$ cat config.mk
export PLATFORM = sky130hd
export DESIGN_NAME = dual_mode_stack
export DESIGN_NICKNAME = d
export VERILOG_FILES = /design/src/rtl/buffer_pkg.sv /design/src/rtl/buffer_regfile.sv /design/src/rtl/dual_mode_stack.sv
export SDC_FILE = /design/constraint.sdc
export NUM_CORES = 1
export LEC_CHECK = 0
export CAP_MARGIN = 10
export CORE_UTILIZATION = 40
export CTS_CLUSTER_SIZE = 20
export DETAILED_ROUTE_END_ITERATION = 10
export SLEW_MARGIN = 40
export SYNTH_ARGS = -nofsm -noshare
export SYNTH_HDL_FRONTEND = slang
export SYNTH_SLANG_ARGS = --single-unit
$ cat constraint.sdc
create_clock -name Clk -period 7.6 [get_ports Clk]
set_input_delay 0.76 -clock Clk [delete_from_list [all_inputs] [get_ports Clk]]
set_output_delay 0.76 -clock Clk [all_outputs]
set_load 0.02 [all_outputs]
$ cat src/rtl/buffer_pkg.sv
`default_nettype none
// +-----------------------------------------------------------------------+
// | Module  : buffer_pkg                                                  |
// | Brief   : Shared mode encodings and width helpers for buffer blocks.  |
// | Revision: 1.0  initial release                                        |
// +-----------------------------------------------------------------------+
package buffer_pkg;

    localparam logic MODE_LIFO = 1'b0;
    localparam logic MODE_FIFO = 1'b1;

    // Width needed to hold an occupancy value of 0..depth inclusive.
    function automatic int cnt_w(input int depth);
        return $clog2(depth + 1);
    endfunction

endpackage
`default_nettype wire

$ cat src/rtl/buffer_regfile.sv
`default_nettype none
// +-----------------------------------------------------------------------+
// | Module  : buffer_regfile                                              |
// | Brief   : DEPTH x WIDTH storage, one sync write port, one async read. |
// | Revision: 1.0  initial release                                        |
// +-----------------------------------------------------------------------+
module buffer_regfile #(
    parameter int DEPTH = 8,
    parameter int WIDTH = 4,
    parameter int AW    = $clog2(DEPTH)
) (
    input  logic             i_clk,
    input  logic             i_we,
    input  logic [AW-1:0]    i_waddr,
    input  logic [WIDTH-1:0] i_wdata,
    input  logic [AW-1:0]    i_raddr,
    output logic [WIDTH-1:0] o_rdata
);

    logic [WIDTH-1:0] r_mem [DEPTH];

    always_ff @(posedge i_clk) begin
        if (i_we) begin
            r_mem[i_waddr] <= i_wdata;
        end
    end

    assign o_rdata = r_mem[i_raddr];

endmodule
`default_nettype wire

$ cat src/rtl/dual_mode_stack.sv
`default_nettype none
// +-----------------------------------------------------------------------+
// | Module  : dual_mode_stack                                             |
// | Brief   : Run-time selectable LIFO/FIFO buffer with status and errors.|
// | Revision: 1.0  initial release                                        |
// +-----------------------------------------------------------------------+
module dual_mode_stack
    import buffer_pkg::*;
#(
    parameter int DEPTH    = 8,
    parameter int WIDTH    = 4,
    parameter int AF_LEVEL = 6
) (
    input  logic                      Clk,
    input  logic                      Rst,
    input  logic                      Mode,
    input  logic                      Push,
    input  logic                      Pop,
    input  logic [WIDTH-1:0]          Data_In,
    output logic [WIDTH-1:0]          Data_Out,
    output logic                      Data_Valid,
    output logic [cnt_w(DEPTH)-1:0]   Count,
    output logic                      Full,
    output logic                      Empty,
    output logic                      Almost_Full,
    output logic                      Overflow,
    output logic                      Underflow
);

    localparam int CW = cnt_w(DEPTH);
    localparam int PW = $clog2(DEPTH);
    localparam logic [PW-1:0] c_last_ptr = PW'(DEPTH - 1);

    logic [CW-1:0]    r_count;
    logic             r_mode;
    logic [PW-1:0]    r_wr_ptr;
    logic [PW-1:0]    r_rd_ptr;
    logic [WIDTH-1:0] r_data_out;
    logic             r_data_valid;
    logic             r_overflow;
    logic             r_underflow;

    logic             w_pop_ok;
    logic             w_push_ok;
    logic [PW-1:0]    w_top_addr;
    logic [PW-1:0]    w_waddr;
    logic [PW-1:0]    w_raddr;
    logic [WIDTH-1:0] w_rdata;
    logic [PW-1:0]    w_wr_ptr_nxt;
    logic [PW-1:0]    w_rd_ptr_nxt;

    assign Empty       = (r_count == '0);
    assign Full        = (r_count == CW'(DEPTH));
    assign Almost_Full = (r_count >= CW'(AF_LEVEL));

    assign w_pop_ok  = Pop & ~Empty;
    assign w_push_ok = Push & (~Full | w_pop_ok);

    // In LIFO mode a simultaneous push overwrites the entry being popped.
    assign w_top_addr = PW'(r_count - CW'(1));
    assign w_waddr    = (r_mode == MODE_FIFO) ? r_wr_ptr
                      : (w_pop_ok ? w_top_addr : PW'(r_count));
    assign w_raddr    = (r_mode == MODE_FIFO) ? r_rd_ptr : w_top_addr;

    assign w_wr_ptr_nxt = (r_wr_ptr == c_last_ptr) ? '0 : r_wr_ptr + PW'(1);
    assign w_rd_ptr_nxt = (r_rd_ptr == c_last_ptr) ? '0 : r_rd_ptr + PW'(1);

    buffer_regfile #(
        .DEPTH (DEPTH),
        .WIDTH (WIDTH),
        .AW    (PW)
    ) u_regfile (
        .i_clk   (Clk),
        .i_we    (w_push_ok),
        .i_waddr (w_waddr),
        .i_wdata (Data_In),
        .i_raddr (w_raddr),
        .o_rdata (w_rdata)
    );

    always_ff @(posedge Clk) begin
        if (Rst) begin
            r_count      <= '0;
            r_mode       <= MODE_LIFO;
            r_wr_ptr     <= '0;
            r_rd_ptr     <= '0;
            r_data_out   <= '0;
            r_data_valid <= 1'b0;
            r_overflow   <= 1'b0;
            r_underflow  <= 1'b0;
        end else begin
            r_overflow   <= Push & Full & ~Pop;
            r_underflow  <= Pop & Empty;
            r_data_valid <= w_pop_ok;
            if (w_pop_ok) begin
                r_data_out <= w_rdata;
            end

            case ({w_push_ok, w_pop_ok})
                2'b10:   r_count <= r_count + CW'(1);
                2'b01:   r_count <= r_count - CW'(1);
                default: r_count <= r_count;
            endcase

            // A mode switch (only possible while empty) restarts the FIFO pointers.
            if (Empty && (Mode != r_mode)) begin
                r_mode   <= Mode;
                r_wr_ptr <= '0;
                r_rd_ptr <= '0;
            end else if (r_mode == MODE_FIFO) begin
                if (w_push_ok) r_wr_ptr <= w_wr_ptr_nxt;
                if (w_pop_ok)  r_rd_ptr <= w_rd_ptr_nxt;
            end
        end
    end

    assign Data_Out   = r_data_out;
    assign Data_Valid = r_data_valid;
    assign Count      = r_count;
    assign Overflow   = r_overflow;
    assign Underflow  = r_underflow;

endmodule
`default_nettype wire
# ---- After elaboration in Yosys (flattened, before gate mapping)
# Memory sizes are Yosys's and may differ from the RTL's. A register that Yosys moved wholly into a read port is not among the register bits.
# Cells that the tools add are included.
dict set report totals {
  reg_bits 14
  latch_bits 0
  ram_bits 32
  mem_bits_ro 0
  in_bits 9
  output_inout_bits 14
  word_cells 42
  mem_count 1
}
# name depth word_bits rd rd_clocked_by_memory_dff write_ports line
set mem_list {}
lappend mem_list {u_regfile.r_mem 8 4 1 1 1 buffer_regfile.sv:20} ;# logic [WIDTH-1:0] r_mem [DEPTH];
dict set report op_classes {
  addsub 4
  multipliers 0
  div 0
  order_cmp 1
  eq_ne 6
  shift 0
  mux 8
  n_bitwise 9
  reduce_logical 6
}
# cell count
set ops {}
lappend ops {{two-way mux 3 bit} 5}
lappend ops {{case mux 4 bit (2 select lines)} 1}
lappend ops {{adder 3 x 1 -> 3 bit, second input constant} 2}
lappend ops {{equality test 3 bit, second input constant} 2}
lappend ops {{AND 1 bit} 5}
lappend ops {{adder 4 x 1 -> 4 bit, second input constant} 1}
lappend ops {{equality test 4 bit, second input constant} 1}
lappend ops {{>= comparator 4 x 3 -> 1 bit, second input constant} 1}
lappend ops {{logical NOT 4 bit} 1}
lappend ops {{AND reduction 2 bit} 2}
lappend ops {{subtractor 4 x 1 -> 4 bit, second input constant} 1}
lappend ops {{NOT 1 bit} 3}
lappend ops {{equality test 2 x 1 -> 1 bit, second input constant} 1}
lappend ops {{equality test 2 bit, second input constant} 1}
lappend ops {{two-way mux 1 bit} 2}
lappend ops {{nonzero test 2 bit} 1}
lappend ops {{OR reduction 2 bit} 1}
lappend ops {{logical AND 1 bit} 1}
lappend ops {{!= test 1 bit} 1}
lappend ops {{bitwise OR 1 bit} 1}

# ---- Logic depth before layout (Yosys ltp)
# Gate-level depths: netlist of run 1.
dict set report logic_depth {
  ltp_word 7
  ltp_mapped 10
  depth_no_buf 7
}

# ---- Cells and area by module
# From an unflattened synthesis of run 1, not the netlist that was laid out.
dict set report unflattened {
  cells_unflattened 196
  area_unflattened_um2 2373.5
}
# module n_inst cells_each area_per_inst_um2 seq_area_each_um2
set modules_own_cells {}
lappend modules_own_cells {buffer_regfile 1 59 1290.0 960.9}
lappend modules_own_cells {dual_mode_stack 1 137 1083.5 360.3}

# ---- Worst setup path before layout of run 1
# Ideal clock, no wire load.
dict set report synth_path {
  path_type {reg2reg}
  start {register r_count[0], in the netlist Count[0]}
  end {memory u_regfile.r_mem[0][0], enable pin}
  setup_time_ps 329
  t_arrival_ps 2369
  required_ps 7271
  slack_ps 4902
  path_stages_with_launch 10
  path_buffers 2
  period_less_slack_ps 2698
  path_cell_list {dfxtp_1 > buf_1 > inv_1 > ha_1 > or3b_1 > buf_6 > and3_1 > o31ai_2 > or2_2 > nor2_1}
}
dict set report synth_via {
  elab_chain_len 7
  elab_cells_between_ends 12
  cone_classes {1 x add/sub; 1 x eq/ne; 4 x mux; 5 x bitwise; 1 x reduce/logical}
}
# element line
set synth_rtl {}
lappend synth_rtl {{from (decl)} dual_mode_stack.sv:34} ;# logic [CW-1:0] r_count;
lappend synth_rtl {{from (signal assigned)} dual_mode_stack.sv:100} ;# 2'b10: r_count <= r_count + CW'(1);
lappend synth_rtl {{from (signal assigned)} dual_mode_stack.sv:101} ;# 2'b01: r_count <= r_count - CW'(1);
lappend synth_rtl {{from (signal assigned)} dual_mode_stack.sv:102} ;# default: r_count <= r_count;
lappend synth_rtl {{logical NOT 4 bit} dual_mode_stack.sv:52} ;# assign Empty = (r_count == '0);
lappend synth_rtl {{NOT 1 bit} dual_mode_stack.sv:56} ;# assign w_pop_ok = Pop & ~Empty;
lappend synth_rtl {{AND 1 bit} dual_mode_stack.sv:56}
lappend synth_rtl {{bitwise OR 1 bit} dual_mode_stack.sv:57} ;# assign w_push_ok = Push & (~Full | w_pop_ok);
lappend synth_rtl {{AND 1 bit} dual_mode_stack.sv:57}
lappend synth_rtl {{two-way mux 1 bit} buffer_regfile.sv:23} ;# if (i_we) begin
lappend synth_rtl {{two-way mux 1 bit (implied by the code)} buffer_regfile.sv:24} ;# r_mem[i_waddr] <= i_wdata;
lappend synth_rtl {{to (decl)} buffer_regfile.sv:20}
# Several ways; a longest one is shown, not always the timed one.

# ---- Worst setup path in the final report of run 1
dict set report layout_path {
  start {register r_count[0], in the netlist Count[0]}
  end {output Empty}
}
dict set report layout_via {
  elab_chain_len 1
}
# element line
set layout_rtl {}
lappend layout_rtl {{logical NOT 4 bit} dual_mode_stack.sv:52}
lappend layout_rtl {{to (decl)} dual_mode_stack.sv:24} ;# output logic Empty,
# No other way between the ends.

==> results.yml, run 1 <==
run_status:
  status: "complete, no violations"
final_layout:
  seqCellArea_um2: 1323
  syn_to_final_growth_pct: 13.84
  fillers: 573
  antennaDiodeCount: 0
  layout_commonest_cell: "nand2_1"
  stdcell_area_um2: 2830
  multi_input_area_um2: 1064
  fin_nets: 269
  fin_util_pct: 47.52
  layout_common_cells: "nand2_1 (35), edfxtp_1 (32), clkdlybuf4s50_1 (22)"
  drive_gt1_share_pct: 7.874
logic_synthesis:
  yosysWarnings: 0
  synth_area_per_cell_um2: 10.53
  ys_ff_latch: 50
  synth_area_um2: 2486
  synth_cell_types: 47
  synth_edf_count: 32
  yosys_most_used_dff: "edfxtp_1"
  ys_seq_area_share_pct: 53.15
  syn_inst: 236
  async_flop_share_pct: 0
  syn_nets: 252
clocking:
  cts_buffer_depth: 2
  cts_resized: 0
  clock_sinks: 50
  clkTransAtPathRegs_ps: 100
  clkLatencyLatePin_ps: 310
  htreeDepth: 2
  postCtsHoldBufs: 0
  cts_tree: "yes"
  root_buffer: "clkbuf_8"
  post_cts_buffers: 0
  cts_buffers: 5
die:
  io_pins: 23
  die_h_um: 80.84
  start_util_pct: 41.74
  die-width_um: 80.84
  die_area_um2: 6534
  row_count: 28
  core_area_um2: 5956
critical_path:
  worst_r2r_path_depth: 7
  critical_path.max_fanout: 15
  required_ps: 6840
  path_class: "register to output pin"
  ff2ff_setup_slack_ps: 4620
  crit_arrival_ps: 2610
  startpoint_type: "register"
  end_kind: "output pin"
sta:
  timing.fmax_ghz: 0.2963
  rsz0062_at_grt: "false"
  relSlewSlack_pct: 64.26
  fin_setup_tns_ps: 0
  setup_ws_ps: 4225
  hold_ws_ps: 456.8
  finalSetupViolations: 0
  fin_crit_sh_pct: 44.40
  final_max_slew_viol_count: 0
  worst_clock_skew_ps: 7.788
  worstMarginPinSlew_ps: 530.5
  min_period_ps: 3375
  hold_viol: 0
global_route:
  grt_pass1_vias: 1623
  antenna_found_initial: 0
  grt_pass1_wl_mm: 8.176
  grt_remaining_overflow: 0
  grt_usage_pct: 16.90
  grt_max_degree: 27
routing:
  drc: 0
  vias: 1797
  vias_per_cell: 5.462
  wl_per_cell_um: 15.71
  drt_iter0_markers: 109
  antenna_left: 0
  wirelength_mm: 5.169
  firstDrtPassIters: 4
run:
  maxCapViolCount: 0
pwr:
  power.density_nw_per_um2: 374.9
  vdd_drop_max_mv: 0.1919
  internal_power_w: 0.0006306
  power_leakage_nw: 0.9923
  p_seq_share_pct: 37.7
  p_clk_share_pct: 15.8
  combPwrFrac_pct: 46.5
  power.share.switching_pct: 40.57
  p_switching_w: 0.0004306
placed_design:
  portBuffers: 22
  dpl_worst_slack_ps: 4558
  gp_congestion: 0.8565
  dpl_cell_area_um2: 2729
  dp.final_hpwl_mm: 3.786
worst_hold_path:
  worstHoldPathType: "register to register"
  min_path_cells: 2
[kinds of logic (layout without fill, tap and decap cells)]
kind of cell	count (synthesis)	count (layout)	synth area share, %
xor+xnor	6	6	2.718
mux	6	6	2.466
fa+ha+maj	7	7	3.523
flops	50	50	53.15
buf+inv	20	38	4.076
compound gates	55	55	15.60
simple gates	92	92	18.47
[path summary, 6_finish.rpt]
path	end	from
worst min-delay path	Data_Out[3]	Data_Out[3]
worst max-delay path	Empty	Count[0]
worst max register to register	u_regfile.r_mem[2][0]	Count[0]
worst min register to register	Data_Out[3]	Data_Out[3]
[worst max-delay path, cell delays in order (launching register included)]
cell,delay (ps)
dfxtp_1,490
inv_1,250
ha_1,320
or3b_1,510
inv_1,130
clkdlybuf4s50_1,610
[layer usage]
layer,vias to the layer above,part of all wire (%),GRT usage [%]
li1,896,-,-
met1,843,46,22.54
met2,50,48,27.65
met3,8,4.9,3.146
met4,0,1.4,5.357
met5,-,0,0
[power by group through the flow]
stage / sequential (W) / combinational, W / clock, W
floorplan: 0.000389 / 0.000388 / 0
global placement: 0.000405 / 0.000490 / 0
detailed placement: 0.000405 / 0.000490 / 0
CTS: 0.000399 / 0.000493 / 0.000172
global route: 0.000408 / 0.000543 / 0.000182
finish: 0.000400 / 0.000493 / 0.000168
[cell type report]
cell class | instances | share of cell area [%]
multi-input combinational | 166 | 37.58
inverter | 8 | 1.061
sequential | 50 | 46.73
tap | 75 | 3.316
clock buffer | 6 | 2.918
clock inverter | 2 | 0.6189
timing repair buffer | 22 | 7.781
[synth_stat cells (all sizes together) (2+ instances only)]
master   number  area, µm²
a21oi        19      98.85
a2bb2oi       4      35.03
a32o          5      50.05
and2          2      16.27
buf           7      52.54
clkbuf        5      18.77
dfxtp        18      360.4
edfxtp       32      960.9
ha            7      87.58
inv           8      30.03
mux2i         5      50.05
nand2        35      131.4
nand2b        9      56.30
nand3         2      10.01
nand3b        7      52.55
nand4b        2      17.52
nor2         20      75.07
nor3          3      15.01
nor4          2      12.51
o211ai        3      32.53
o21ai         8      40.04
o221ai        4      35.03
o22ai         2      12.51
o31ai         5      42.54
or2           2      12.51
or3           2      12.51
xnor2         4      50.05
xor2          2      17.52
[flip-flops by register name, indices dropped and copies added, names as in the netlist]
register / count
u_regfile.r_mem: 32
Data_Valid: 1
Data_Out: 4
Count: 4
Overflow: 1
r_rd_ptr: 3
r_mode: 1
r_wr_ptr: 3
Underflow: 1
[metrics by stage]
step	power [W]	std cells
CTS	0.001064	329
detailed placement	0.0008951	321
finish	0.001061	329
floorplan	0.0007771	236
global placement	0.0008951	321
global route	0.001133	329
(Power assumes the default switching activity.)
==> run 2: changes to the inputs <==
==> constraint.sdc (replaced) <==
create_clock -name Clk -period 2.8 [get_ports Clk]
set_input_delay 0.28 -clock Clk [delete_from_list [all_inputs] [get_ports Clk]]
set_output_delay 0.28 -clock Clk [all_outputs]
set_load 0.02 [all_outputs]
==> results.yml, run 2 (synthesis results as in run 1) <==
sta:
  hold_ws_ps: 460.9
  setup_ws_ps: 242.6
  worst_clock_skew_ps: 10.59
  worstMarginPinSlew_ps: 758.2
  relSlewSlack_pct: 49.38
  rsz0062_at_grt: "false"
  min_period_ps: 2557
  fin_setup_tns_ps: 0
  hold_viol: 0
  fin_crit_sh_pct: 91.34
  finalSetupViolations: 0
  timing.fmax_ghz: 0.3910
  final_max_slew_viol_count: 0
die:
  row_count: 28
  die_area_um2: 6534
  io_pins: 23
  die-width_um: 80.84
  start_util_pct: 41.74
  die_h_um: 80.84
  core_area_um2: 5956
final_layout:
  layout_commonest_cell: "nand2_1"
  fillers: 565
  largest_reg_flops: 32
  syn_to_final_growth_pct: 15.45
  antennaDiodeCount: 0
  layout_common_cells: "nand2_1 (35), edfxtp_1 (32), clkdlybuf4s50_1 (22)"
  seqCellArea_um2: 1321
  drive_gt1_share_pct: 9.579
  multi_input_area_um2: 1064
  final_cells: 336
  top_register: "u_regfile.r_mem"
  fin_nets: 276
critical_path:
  crit_buf_inv: 4
  required_ps: 2520
  r2r-start: "Count[0]"
  cp_common_cell: "inv_1"
  cp_cell_sequence: "inv_1 -> ha_1 -> or3b_1 -> buf_4 -> inv_1 -> clkdlybuf4s50_1"
  slowest_stage: "clkdlybuf4s50_1"
  path_class: "register to output pin"
  critical_path.max_fanout: 7
  regToRegEndpoint: "u_regfile.r_mem[3][1]"
  end_kind: "output pin"
  crit_arrival_ps: 2280
  path_delay_family: "buffers and inverters"
  startpoint_type: "register"
  cp_slowest_stage_delay_ps: 600
  worst_r2r_path_depth: 7
  crit_cells: 6
  ff2ff_setup_slack_ps: 360
routing:
  vias_per_cell: 5.307
  drc: 0
  antenna_left: 0
  drt_iter0_markers: 102
  firstDrtPassIters: 4
  wl_per_cell_um: 14.80
  wirelength_mm: 4.974
  vias: 1783
placed_design:
  gp_congestion: 0.7885
  dp_cells: 328
  dp.final_hpwl_mm: 3.773
  portBuffers: 22
  dpl_worst_slack_ps: 316.9
clocking:
  root_buffer: "clkbuf_8"
  clkTransAtPathRegs_ps: 80
  htreeDepth: 2
  post_cts_buffers: 0
  cts_resized: 0
  clkLatencyLatePin_ps: 310
  cts_buffer_depth: 2
  clock_sinks: 50
  cts_tree: "yes"
  postCtsHoldBufs: 0
  cts_buffers: 5
worst_hold_path:
  min_path_cells: 2
  worstHoldPathType: "register to register"
  worstHoldStart: "Data_Out[3]"
  holdPathEnd: "Data_Out[3]"
global_route:
  grt_max_degree: 24
  grt_usage_pct: 16.59
  grt_pass1_vias: 1651
  grt_pass1_wl_mm: 8.148
  antenna_found_initial: 0
  grt_remaining_overflow: 0
pwr:
  power_w: 0.002874
  power_leakage_nw: 1.017
  vdd_drop_max_mv: 0.4800
  power.density_nw_per_um2: 1001
run_status:
  status: "complete, no violations"
run:
  maxCapViolCount: 0
## run 2: changes by cell type in the layout (fill, tap and decap cells not counted), sizes merged
| cell | change |
|---|---|
| clkinvlp | +1 |
| clkinv | -1 |
| buf | +7 |
| clkbuf | -1 |
| inv | +1 |
## run 2: area by class of cell
cell class	count	share of cell area, %
clock buffer	5	2.398
clock inverter	3	0.6975
inverter	8	1.046
multi-input combinational	166	37.05
sequential	50	46.03
tap	75	3.269
timing repair buffer	29	9.503
## run 2: worst min-delay path: stages (launching register included)
cell	delay, ps
dfxtp_1	330
nand2_1	50
o31ai_1	50
## run 2: per-stage QoR
| step | area, µm² | util (%) |
|---|---|---|
| final | 2870 | 48.19 |
| after global routing | 2870 | 48.19 |
| after CTS | 2870 | 48.19 |
| after detailed placement | 2781 | 46.70 |
| after global placement | 2781 | 46.70 |
| after floorplan | 2486 | - |
## run 2: report_power, final
| group | internal [W] | leakage, nW | switching (W) | total (W) |
|---|---|---|---|---|
| combinational | 0.000614 | 0.537 | 0.000809 | 0.00142 |
| sequential | 0.000936 | 0.438 | 0.000102 | 0.00104 |
| clock | 0.000176 | 0.0422 | 0.000237 | 0.000413 |
| total | 0.00173 | 1.02 | 0.00115 | 0.00287 |
## run 2: routing by layer
metal | track usage, % | vias up | part of all wire [%]
met5 | 0 | - | 0
met4 | 6.607 | 0 | 2.1
met3 | 3.483 | 12 | 4.7
met2 | 27.31 | 46 | 48
met1 | 21.21 | 822 | 45
li1 | - | 903 | -
## run 2: how the worst max path moves through the flow
stage              from               endpoint  slack [ps]
2_1_floorplan  Count[0]  u_regfile.r_mem[0][0]         100
3_3_place_gp        Pop  u_regfile.r_mem[5][2]         370
3_5_place_dp        Pop  u_regfile.r_mem[5][2]         320
4_1_cts        Count[0]                  Empty         230
5_1_grt        Count[0]                  Empty         140
6_report       Count[0]                  Empty         240
